[config.mk]
export PLATFORM = sky130hd
export DESIGN_NAME = cpu_multicycle
export DESIGN_NICKNAME = d
export VERILOG_FILES = /design/src/rtl/cpu_multicycle.sv
export SDC_FILE = /design/constraint.sdc
export NUM_CORES = 2
export LEC_CHECK = 0
export ABC_AREA = 1
export CAP_MARGIN = 10
export CELL_PAD_IN_SITES_DETAIL_PLACEMENT = 1
export CELL_PAD_IN_SITES_GLOBAL_PLACEMENT = 2
export CORE_ASPECT_RATIO = 2
export CORE_MARGIN = 3
export CORE_UTILIZATION = 39
export DETAILED_ROUTE_END_ITERATION = 10
export GPL_TIMING_DRIVEN = 0
export PLACE_DENSITY = 0.84
export SLEW_MARGIN = 25
export SYNTH_ARGS = -nofsm -noshare
export SYNTH_HDL_FRONTEND = slang
export SYNTH_SLANG_ARGS = --single-unit
export TNS_END_PERCENT = 5
[constraint.sdc]
create_clock -name clk -period 6.4 [get_ports clk]
set_clock_uncertainty 0.15 [all_clocks]
set_input_delay 0.96 -clock clk [delete_from_list [all_inputs] [get_ports clk]]
set_output_delay 0.96 -clock clk [all_outputs]
set_load 0.01 [all_outputs]
[src/rtl/cpu_multicycle.sv]
// cpu_multicycle: multi-cycle 32-bit-instruction core with one shared
// req/ready memory port. Instructions step through FETCH, DECODE, EXEC,
// MEM (loads/stores only) and WB (register writers only).
// Optional build macro CPU_MUL_EN: opcode 7 becomes an unsigned MUL
// (low DATA_W bits). When undefined, opcode 7 is a signed SLT and
// no multiplier is built.
module cpu_multicycle #(
    parameter int                DATA_W   = 32,
    parameter int                NREGS    = 16,
    parameter logic [DATA_W-1:0] RESET_PC = '0
) (
    input  logic              clk,
    input  logic              rst,
    output logic              mem_req,
    output logic              mem_we,
    output logic [DATA_W-1:0] mem_addr,
    output logic [DATA_W-1:0] mem_wdata,
    input  logic [DATA_W-1:0] mem_rdata,
    input  logic              mem_ready,
    output logic [DATA_W-1:0] pc,
    output logic [31:0]       instr,
    output logic              retire,
    output logic              halted
);
    localparam int SH_W = $clog2(DATA_W);
    localparam logic [DATA_W-1:0] PC_STEP = DATA_W'(32'd4);
    localparam logic [DATA_W-1:0] ONE     = DATA_W'(32'd1);

    localparam logic [3:0] OP_ADD     = 4'h0;
    localparam logic [3:0] OP_SUB     = 4'h1;
    localparam logic [3:0] OP_AND     = 4'h2;
    localparam logic [3:0] OP_OR      = 4'h3;
    localparam logic [3:0] OP_XOR     = 4'h4;
    localparam logic [3:0] OP_SLL     = 4'h5;
    localparam logic [3:0] OP_SRL     = 4'h6;
    localparam logic [3:0] OP_SLT_MUL = 4'h7;
    localparam logic [3:0] OP_ADDI    = 4'h8;
    localparam logic [3:0] OP_ORI     = 4'h9;
    localparam logic [3:0] OP_LW      = 4'hA;
    localparam logic [3:0] OP_SW      = 4'hB;
    localparam logic [3:0] OP_BEQ     = 4'hC;
    localparam logic [3:0] OP_JAL     = 4'hD;
    localparam logic [3:0] OP_JR      = 4'hE;
    localparam logic [3:0] OP_HALT    = 4'hF;

    typedef enum logic [2:0] {
        S_FETCH  = 3'd0,
        S_DECODE = 3'd1,
        S_EXEC   = 3'd2,
        S_MEM    = 3'd3,
        S_WB     = 3'd4,
        S_HALT   = 3'd5
    } state_t;

    state_t            state_r;
    logic [DATA_W-1:0] rf_r [NREGS];
    logic [DATA_W-1:0] pc_r, a_r, b_r, imm_r, result_r, next_pc_r;
    logic [DATA_W-1:0] mem_addr_r, mem_wdata_r;
    logic [31:0]       instr_r;
    logic              mem_req_r, mem_we_r, halted_r;

    logic [3:0]        op_s, rd_s, ra_s, rb_s;
    logic [DATA_W-1:0] alu_s, npc_s, pc_plus4_s, ea_s, br_tgt_s;
    logic              retire_s;

    assign op_s = instr_r[31:28];
    assign rd_s = instr_r[27:24];
    assign ra_s = instr_r[23:20];
    assign rb_s = instr_r[19:16];

    // ALU result, effective address and next-PC selection for the EXEC stage
    always_comb begin
        pc_plus4_s = pc_r + PC_STEP;
        br_tgt_s   = pc_r + imm_r;
        ea_s       = a_r + imm_r;
        alu_s      = '0;
        npc_s      = pc_plus4_s;
        case (op_s)
            OP_ADD:  alu_s = a_r + b_r;
            OP_SUB:  alu_s = a_r - b_r;
            OP_AND:  alu_s = a_r & b_r;
            OP_OR:   alu_s = a_r | b_r;
            OP_XOR:  alu_s = a_r ^ b_r;
            OP_SLL:  alu_s = a_r << b_r[SH_W-1:0];
            OP_SRL:  alu_s = a_r >> b_r[SH_W-1:0];
            OP_SLT_MUL: begin
`ifdef CPU_MUL_EN
                alu_s = a_r * b_r;
`else
                alu_s = ($signed(a_r) < $signed(b_r)) ? ONE : '0;
`endif
            end
            OP_ADDI: alu_s = ea_s;
            OP_ORI:  alu_s = a_r | DATA_W'(instr_r[15:0]);
            OP_LW:   alu_s = ea_s;
            OP_SW:   alu_s = ea_s;
            OP_BEQ:  npc_s = (a_r == b_r) ? br_tgt_s : pc_plus4_s;
            OP_JAL: begin
                alu_s = pc_plus4_s;
                npc_s = br_tgt_s;
            end
            OP_JR:   npc_s = a_r;
            default: alu_s = '0;
        endcase
    end

    // Retire marks the last cycle of an instruction; a store ends on its handshake
    always_comb begin
        retire_s = 1'b0;
        if (state_r == S_WB) begin
            retire_s = 1'b1;
        end else if (state_r == S_EXEC && (op_s == OP_BEQ || op_s == OP_JR)) begin
            retire_s = 1'b1;
        end else if (state_r == S_MEM && op_s == OP_SW && mem_req_r && mem_ready) begin
            retire_s = 1'b1;
        end else begin
            retire_s = 1'b0;
        end
    end

    // Control FSM, datapath latches, register file and memory port registers
    always_ff @(posedge clk) begin
        if (!rst) begin
            state_r     <= S_FETCH;
            pc_r        <= RESET_PC;
            instr_r     <= 32'h0;
            mem_req_r   <= 1'b0;
            mem_we_r    <= 1'b0;
            mem_addr_r  <= '0;
            mem_wdata_r <= '0;
            halted_r    <= 1'b0;
            a_r         <= '0;
            b_r         <= '0;
            imm_r       <= '0;
            result_r    <= '0;
            next_pc_r   <= '0;
            for (int i = 0; i < NREGS; i++) begin
                rf_r[i] <= '0;
            end
        end else begin
            case (state_r)
                S_FETCH: begin
                    if (!mem_req_r) begin
                        // only reached straight out of reset
                        mem_req_r  <= 1'b1;
                        mem_we_r   <= 1'b0;
                        mem_addr_r <= pc_r;
                    end else if (mem_ready) begin
                        mem_req_r <= 1'b0;
                        instr_r   <= 32'(mem_rdata);
                        state_r   <= S_DECODE;
                    end else begin
                        state_r <= S_FETCH;
                    end
                end
                S_DECODE: begin
                    a_r     <= rf_r[ra_s];
                    b_r     <= rf_r[rb_s];
                    imm_r   <= DATA_W'($signed(instr_r[15:0]));
                    state_r <= S_EXEC;
                end
                S_EXEC: begin
                    result_r  <= alu_s;
                    next_pc_r <= npc_s;
                    case (op_s)
                        OP_LW, OP_SW: begin
                            mem_req_r  <= 1'b1;
                            mem_we_r   <= (op_s == OP_SW);
                            mem_addr_r <= ea_s;
                            if (op_s == OP_SW) begin
                                mem_wdata_r <= b_r;
                            end else begin
                                mem_wdata_r <= mem_wdata_r;
                            end
                            state_r <= S_MEM;
                        end
                        OP_HALT: begin
                            halted_r <= 1'b1;
                            state_r  <= S_HALT;
                        end
                        OP_BEQ, OP_JR: begin
                            pc_r       <= npc_s;
                            mem_req_r  <= 1'b1;
                            mem_we_r   <= 1'b0;
                            mem_addr_r <= npc_s;
                            state_r    <= S_FETCH;
                        end
                        default: state_r <= S_WB;
                    endcase
                end
                S_MEM: begin
                    if (mem_ready) begin
                        if (op_s == OP_SW) begin
                            pc_r       <= pc_plus4_s;
                            mem_req_r  <= 1'b1;
                            mem_we_r   <= 1'b0;
                            mem_addr_r <= pc_plus4_s;
                            state_r    <= S_FETCH;
                        end else begin
                            mem_req_r <= 1'b0;
                            mem_we_r  <= 1'b0;
                            result_r  <= mem_rdata;
                            state_r   <= S_WB;
                        end
                    end else begin
                        state_r <= S_MEM;
                    end
                end
                S_WB: begin
                    if (rd_s != 4'd0) begin
                        rf_r[rd_s] <= result_r;
                    end else begin
                        rf_r[0] <= '0;
                    end
                    pc_r       <= next_pc_r;
                    mem_req_r  <= 1'b1;
                    mem_we_r   <= 1'b0;
                    mem_addr_r <= next_pc_r;
                    state_r    <= S_FETCH;
                end
                S_HALT: begin
                    mem_req_r <= 1'b0;
                    halted_r  <= 1'b1;
                    state_r   <= S_HALT;
                end
                default: state_r <= S_FETCH;
            endcase
        end
    end

    assign mem_req   = mem_req_r;
    assign mem_we    = mem_we_r;
    assign mem_addr  = mem_addr_r;
    assign mem_wdata = mem_wdata_r;
    assign pc        = pc_r;
    assign instr     = instr_r;
    assign retire    = retire_s;
    assign halted    = halted_r;
endmodule

==> results by group, run 1 <==
Clock tree
  – CTS max path bufs: 3
  – Number of post-CTS setup repair buffers: 0
  – Cts bufs inserted: 81
  – Clk sinks: 790
  – # resized after CTS: 0
  – Max H-tree Level: 3
  – Root Driver: clkbuf_16
  – Post-CTS Hold Buffers: 0

Placement
  – RePlAce Congestion: 1.23
  – DP HPWL: 318 mm
  – Placed Cells: 9974
  – Number of port buffers: 165

Synth
  – Syn_area_per_cell: 6.89 um2
  – Area leader, netlist: edfxtp_1
  – Top cells by area, synth: edfxtp_1 (28%), nand2_1 (11%), dfxtp_1 (10%)
  – Yosys warns: 0
  – Synth Flop Type: edfxtp_1
  – Post-Syn Instances: 7912
  – Synth top cells by count: nand2_1 (1595), nor2_1 (952), inv_1 (906), o21ai_0 (906), a21oi_1 (698)
  – Most frequent cell after synthesis: nand2_1
  – Post-synth top area share: 28.2%
  – Register area share after synthesis: 38.4%
  – Synthesis-stage register bit count: 790
  – Synth unique cells: 56
  – Number of synthesized flops with an enable pin: 512
  – Synth async-reset ratio: 0%
  – Post-Syn Area: 0.0545 mm2

Floorplanning
  – Die width: 270 um
  – # IOs: 167
  – Starting Density: 39.4%
  – Die height: 535 um
  – Row count: 193

GRT
  – Vias in the first global route: 73.0k
  – Largest net degree at the start of global routing: 33
  – First-pass GRT wire length: 626 mm
  – Overflow after GRT: 285
  – Total track usage: 61.4%

Run status
  – Outcome: did not finish
  – Error: [ERROR GRT-0116] Global routing finished with congestion. Check the congestion regions in the DRC Viewer.
  – Stopping stage: global routing (5_1_grt)
per-layer routing:
layer  GRT overflow  GRT usage [%]
met1              0           58.4
met2            166           89.1
met3              3           31.7
met4            116           70.1
met5              0           3.50
cell families after synthesis:
kind of cell / count (synthesis) / synth area share [%]
mux: 2 / 0.0367
fa+ha+maj: 167 / 3.89
flops: 790 / 38.4
buf+inv: 1444 / 10.4
compound gates: 2057 / 20.6
simple gates: 3417 / 26.2
xor+xnor: 34 / 0.546
other cells: 1 / 0.00687
through the flow:
stage	TNS [ps]	setup slack, ps	util (%)	hold WS [ps]	cell area (um2)
after floorplan	0	2460	-	311	54700
after global placement	-48900	-1550	42.3	304	58600
after detailed placement	0	1180	42.7	313	59200
after CTS	0	1160	44.7	323	62000
==> run 2: changes to the inputs <==
CELL_PAD_IN_SITES_DETAIL_PLACEMENT = unset   (was 1)
CELL_PAD_IN_SITES_GLOBAL_PLACEMENT = unset   (was 2)
CORE_ASPECT_RATIO = unset   (was 2)
PLACE_DENSITY = unset   (was 0.84)
PLACE_DENSITY_LB_ADDON = 0.15   (was unset)
==> run 2 against run 1 <==
Net effect:
- the run now ends clean
- synthesized cell count unchanged
- synthesized area unchanged
==> results by group, run 2 <==
Run status
  – Outcome: finished, final reports clean

Clock tree
  – Root Driver: clkbuf_16
  – Worst-Skew Late Latency: 800 ps
  – Post-CTS Hold Buffers: 0 (unchanged)
  – CTS max path bufs: 3 (unchanged)
  – Cts bufs inserted: 93 (+15%)
  – Number of post-CTS setup repair buffers: 0 (unchanged)
  – Clk pin slew, worst setup/hold paths: 70 ps
  – Max H-tree Level: 3 (unchanged)
  – # resized after CTS: 0 (unchanged)
  – CTS tree: built
  – Clk sinks: 790 (unchanged)

Floorplanning
  – Die width: 380 um (+41%)
  – # IOs: 167 (unchanged)
  – Die height: 380 um (-29%)
  – Starting Density: 39.5% (+0.12 points)
  – Core area: 0.138 mm2
  – Row count: 136 (-30%)
  – Die footprint: 0.144 mm2

Critical path
  – Worst setup SP type: flop
  – CP Max Fanout: 11
  – Critical path's slowest cell: buf_1
  – Reg2reg setup slack: 860 ps
  – Critical path data required time: 6950 ps
  – Cell class contributing the biggest share of worst-path delay: buffers and inverters
  – Crit Path Category: reg2reg
  – Most Frequent Cell on Critical Path: nand3_1
  – CP peak stage delay: 910 ps
  – Crit-path cells: buf_2 > clkinv_1 > clkbuf_1 > buf_1 > ha_1 > buf_2 > nor2_1 > nand4_1 > nand3_1 > nand2_1 > nand3_1 > o21ai_0 > o21ai_0 > inv_1 > nand3_1 > nand2_1 > a21oi_1
  – Arrival time worst endpoint: 6090 ps
  – Crit path buf inv count: 6
  – Critical path capture point type: flop

Synth
  – Synth unique cells: 56 (unchanged)
  – Post-Syn Area: 0.0545 mm2 (unchanged)
  – Synth Flop Type: edfxtp_1
  – Most frequent cell after synthesis: nand2_1
  – Post-synth top area share: 28.2% (unchanged)
  – Number of synthesized flops with an enable pin: 512 (unchanged)
  – Synth top cells by count: nand2_1 (1595), nor2_1 (952), inv_1 (906), o21ai_0 (906), a21oi_1 (698)
  – Synthesis-stage register bit count: 790 (unchanged)
  – Top cells by area, synth: edfxtp_1 (28%), nand2_1 (11%), dfxtp_1 (10%)
  – Yosys warns: 0 (unchanged)
  – Syn_area_per_cell: 6.89 um2 (unchanged)
  – Synth async-reset ratio: 0% (unchanged)
  – Post-Syn Instances: 7912 (unchanged)
  – Register area share after synthesis: 38.4% (unchanged)
  – Area leader, netlist: edfxtp_1

Detailed routing
  – WL/cell: 35.0 um
  – Via density per instance: 6.28
  – Routed Antenna Nets: 0
  – Drt total wl: 356 mm
  – DRC: 0
  – Drt first pass iters: 7
  – Vias post-DR: 64.0k
  – DRT iter0 DRCs: 10.5k

Cells and area
  – Nets: 8422
  – Max FFs per register: 512
  – Layout area overhead: 14.7%
  – Final core occ: 45.3%
  – Top reg by flops: rf_r
  – Commonest non-fill, non-tap cell in the layout: nand2_1
  – Layout Cells excl Fill: 10.2k
  – Share of cells above drive strength 1: 5.57%
  – Commonest cells after routing, fill and taps aside: nand2_1 (1580), nor2_1 (952), inv_1 (906)
  – FILL cells: 14.6k

Placement
  – DP HPWL: 274 mm (-14%)
  – RePlAce Congestion: 1.14 (-7.5%)
  – Number of port buffers: 165 (unchanged)
  – Placed Cells: 9987 (+0.13%)
  – Post-place setup slack: 1340 ps (+165 ps)

Min path
  – Worst Hold Class: reg2reg

Power and ir drop
  – Combinational share of power: 31.6%
  – Sw power: 7080 uW
  – Sw frac: 41.4%
  – Clock Power Share: 32.9%
  – Cell Int Power: 10000 uW
  – Worst VDD drop: 0.235 mV
  – Cell area power density: 273 mW/mm2
  – PnR Total Power: 17100 uW
  – Sequential share of power: 35.5%
  – Leakage: 0.0257 uW

STA
  – Slew headroom: 17.4%
  – Max Fclk: 181 MHz
  – Final hold vios: 0
  – Count of final max-slew check failures: 0
  – RSZ-0062 raised after global routing: false
  – Worst setup margin: 861 ps
  – Endpoints failing setup: 0
  – Final Critical Period: 5540 ps
  – Worst-Margin Slew: 1240 ps
  – Final Hold Slack: 316 ps
  – Crit share post-route: 86.6%

GRT
  – Largest net degree at the start of global routing: 33
  – Initial antenna violation count: 44
  – Vias in the first global route: 58.5k
  – Total track usage: 47.4%
  – First-pass GRT wire length: 476 mm
  – Overflow after GRT: 0

Flow run
  – Max_cap viols: 0
run 2: cell counts after synthesis:
Identical to the previous run, type by type.
run 2: stage by stage:
step	TNS [ps]	cell area [um2]
finish	0	62500
global route	0	62500
CTS	0	62400
detailed placement	0	59300
global placement	-48400	58600
floorplan	0	54700
run 2: power by group through the flow:
stage                     sequential, uW  clock, uW  combinational (uW)
after floorplan                     5920          0                2540
after global placement              6150          0                4930
after detailed placement            6140          0                5010
after CTS                           6040       5540                5030
after global routing                6060       5750                5480
final                               6070       5620                5400
run 2: worst paths after layout:
check / startpoint / end / depth (start not counted)
max: b_r[3] / result_r[13] / 17
min: mem_addr[22] / mem_addr[22] / 2
max reg2reg: b_r[3] / result_r[13] / 17
min reg2reg: mem_addr[22] / mem_addr[22] / 2
run 2: cells by family after synthesis:
| logic type | count (synthesis) | share of synthesized area (%) |
|---|---|---|
| and+or+nand+nor | 3417 | 26.2 |
| DFF | 790 | 38.4 |
| adders and majority gates | 167 | 3.89 |
| other | 1 | 0.00687 |
| muxes | 2 | 0.0367 |
| xor gates and xnor gates | 34 | 0.546 |
| buffers and inverters | 1444 | 10.4 |
| AOI/OAI and AO/OA | 2057 | 20.6 |
run 2: cell type report:
cell class / count / area [um2] / share of cell area, %
antenna: 27 / 67.6 / 0.108
buffer: 508 / 2170 / 3.47
clock buffer: 136 / 2670 / 4.27
clock inverter: 34 / 448 / 0.716
inverter: 936 / 3520 / 5.62
multi-input combinational: 5709 / 28400 / 45.4
sequential: 790 / 21000 / 33.5
tap: 1863 / 2330 / 3.73
timing repair buffer: 182 / 1950 / 3.12
run 2: routing by layer:
layer,GRT usage (%),part of all wire [%]
met1,55.9,35
met2,68.6,41
met3,16.1,13
met4,41.1,11
met5,0.165,0.073
run 2: worst register-to-register path: cells and delay by family (launching register included):
family	cells	cell delay [ps]
buffers and inverters	6	2360
AO/OA/AOI/OAI	3	1060
AND/OR/NAND/NOR	7	1110
flip-flops	1	350
adder cells (fa/ha/maj)	1	420
No activity file was read; power rests on OpenSTA's default activity.
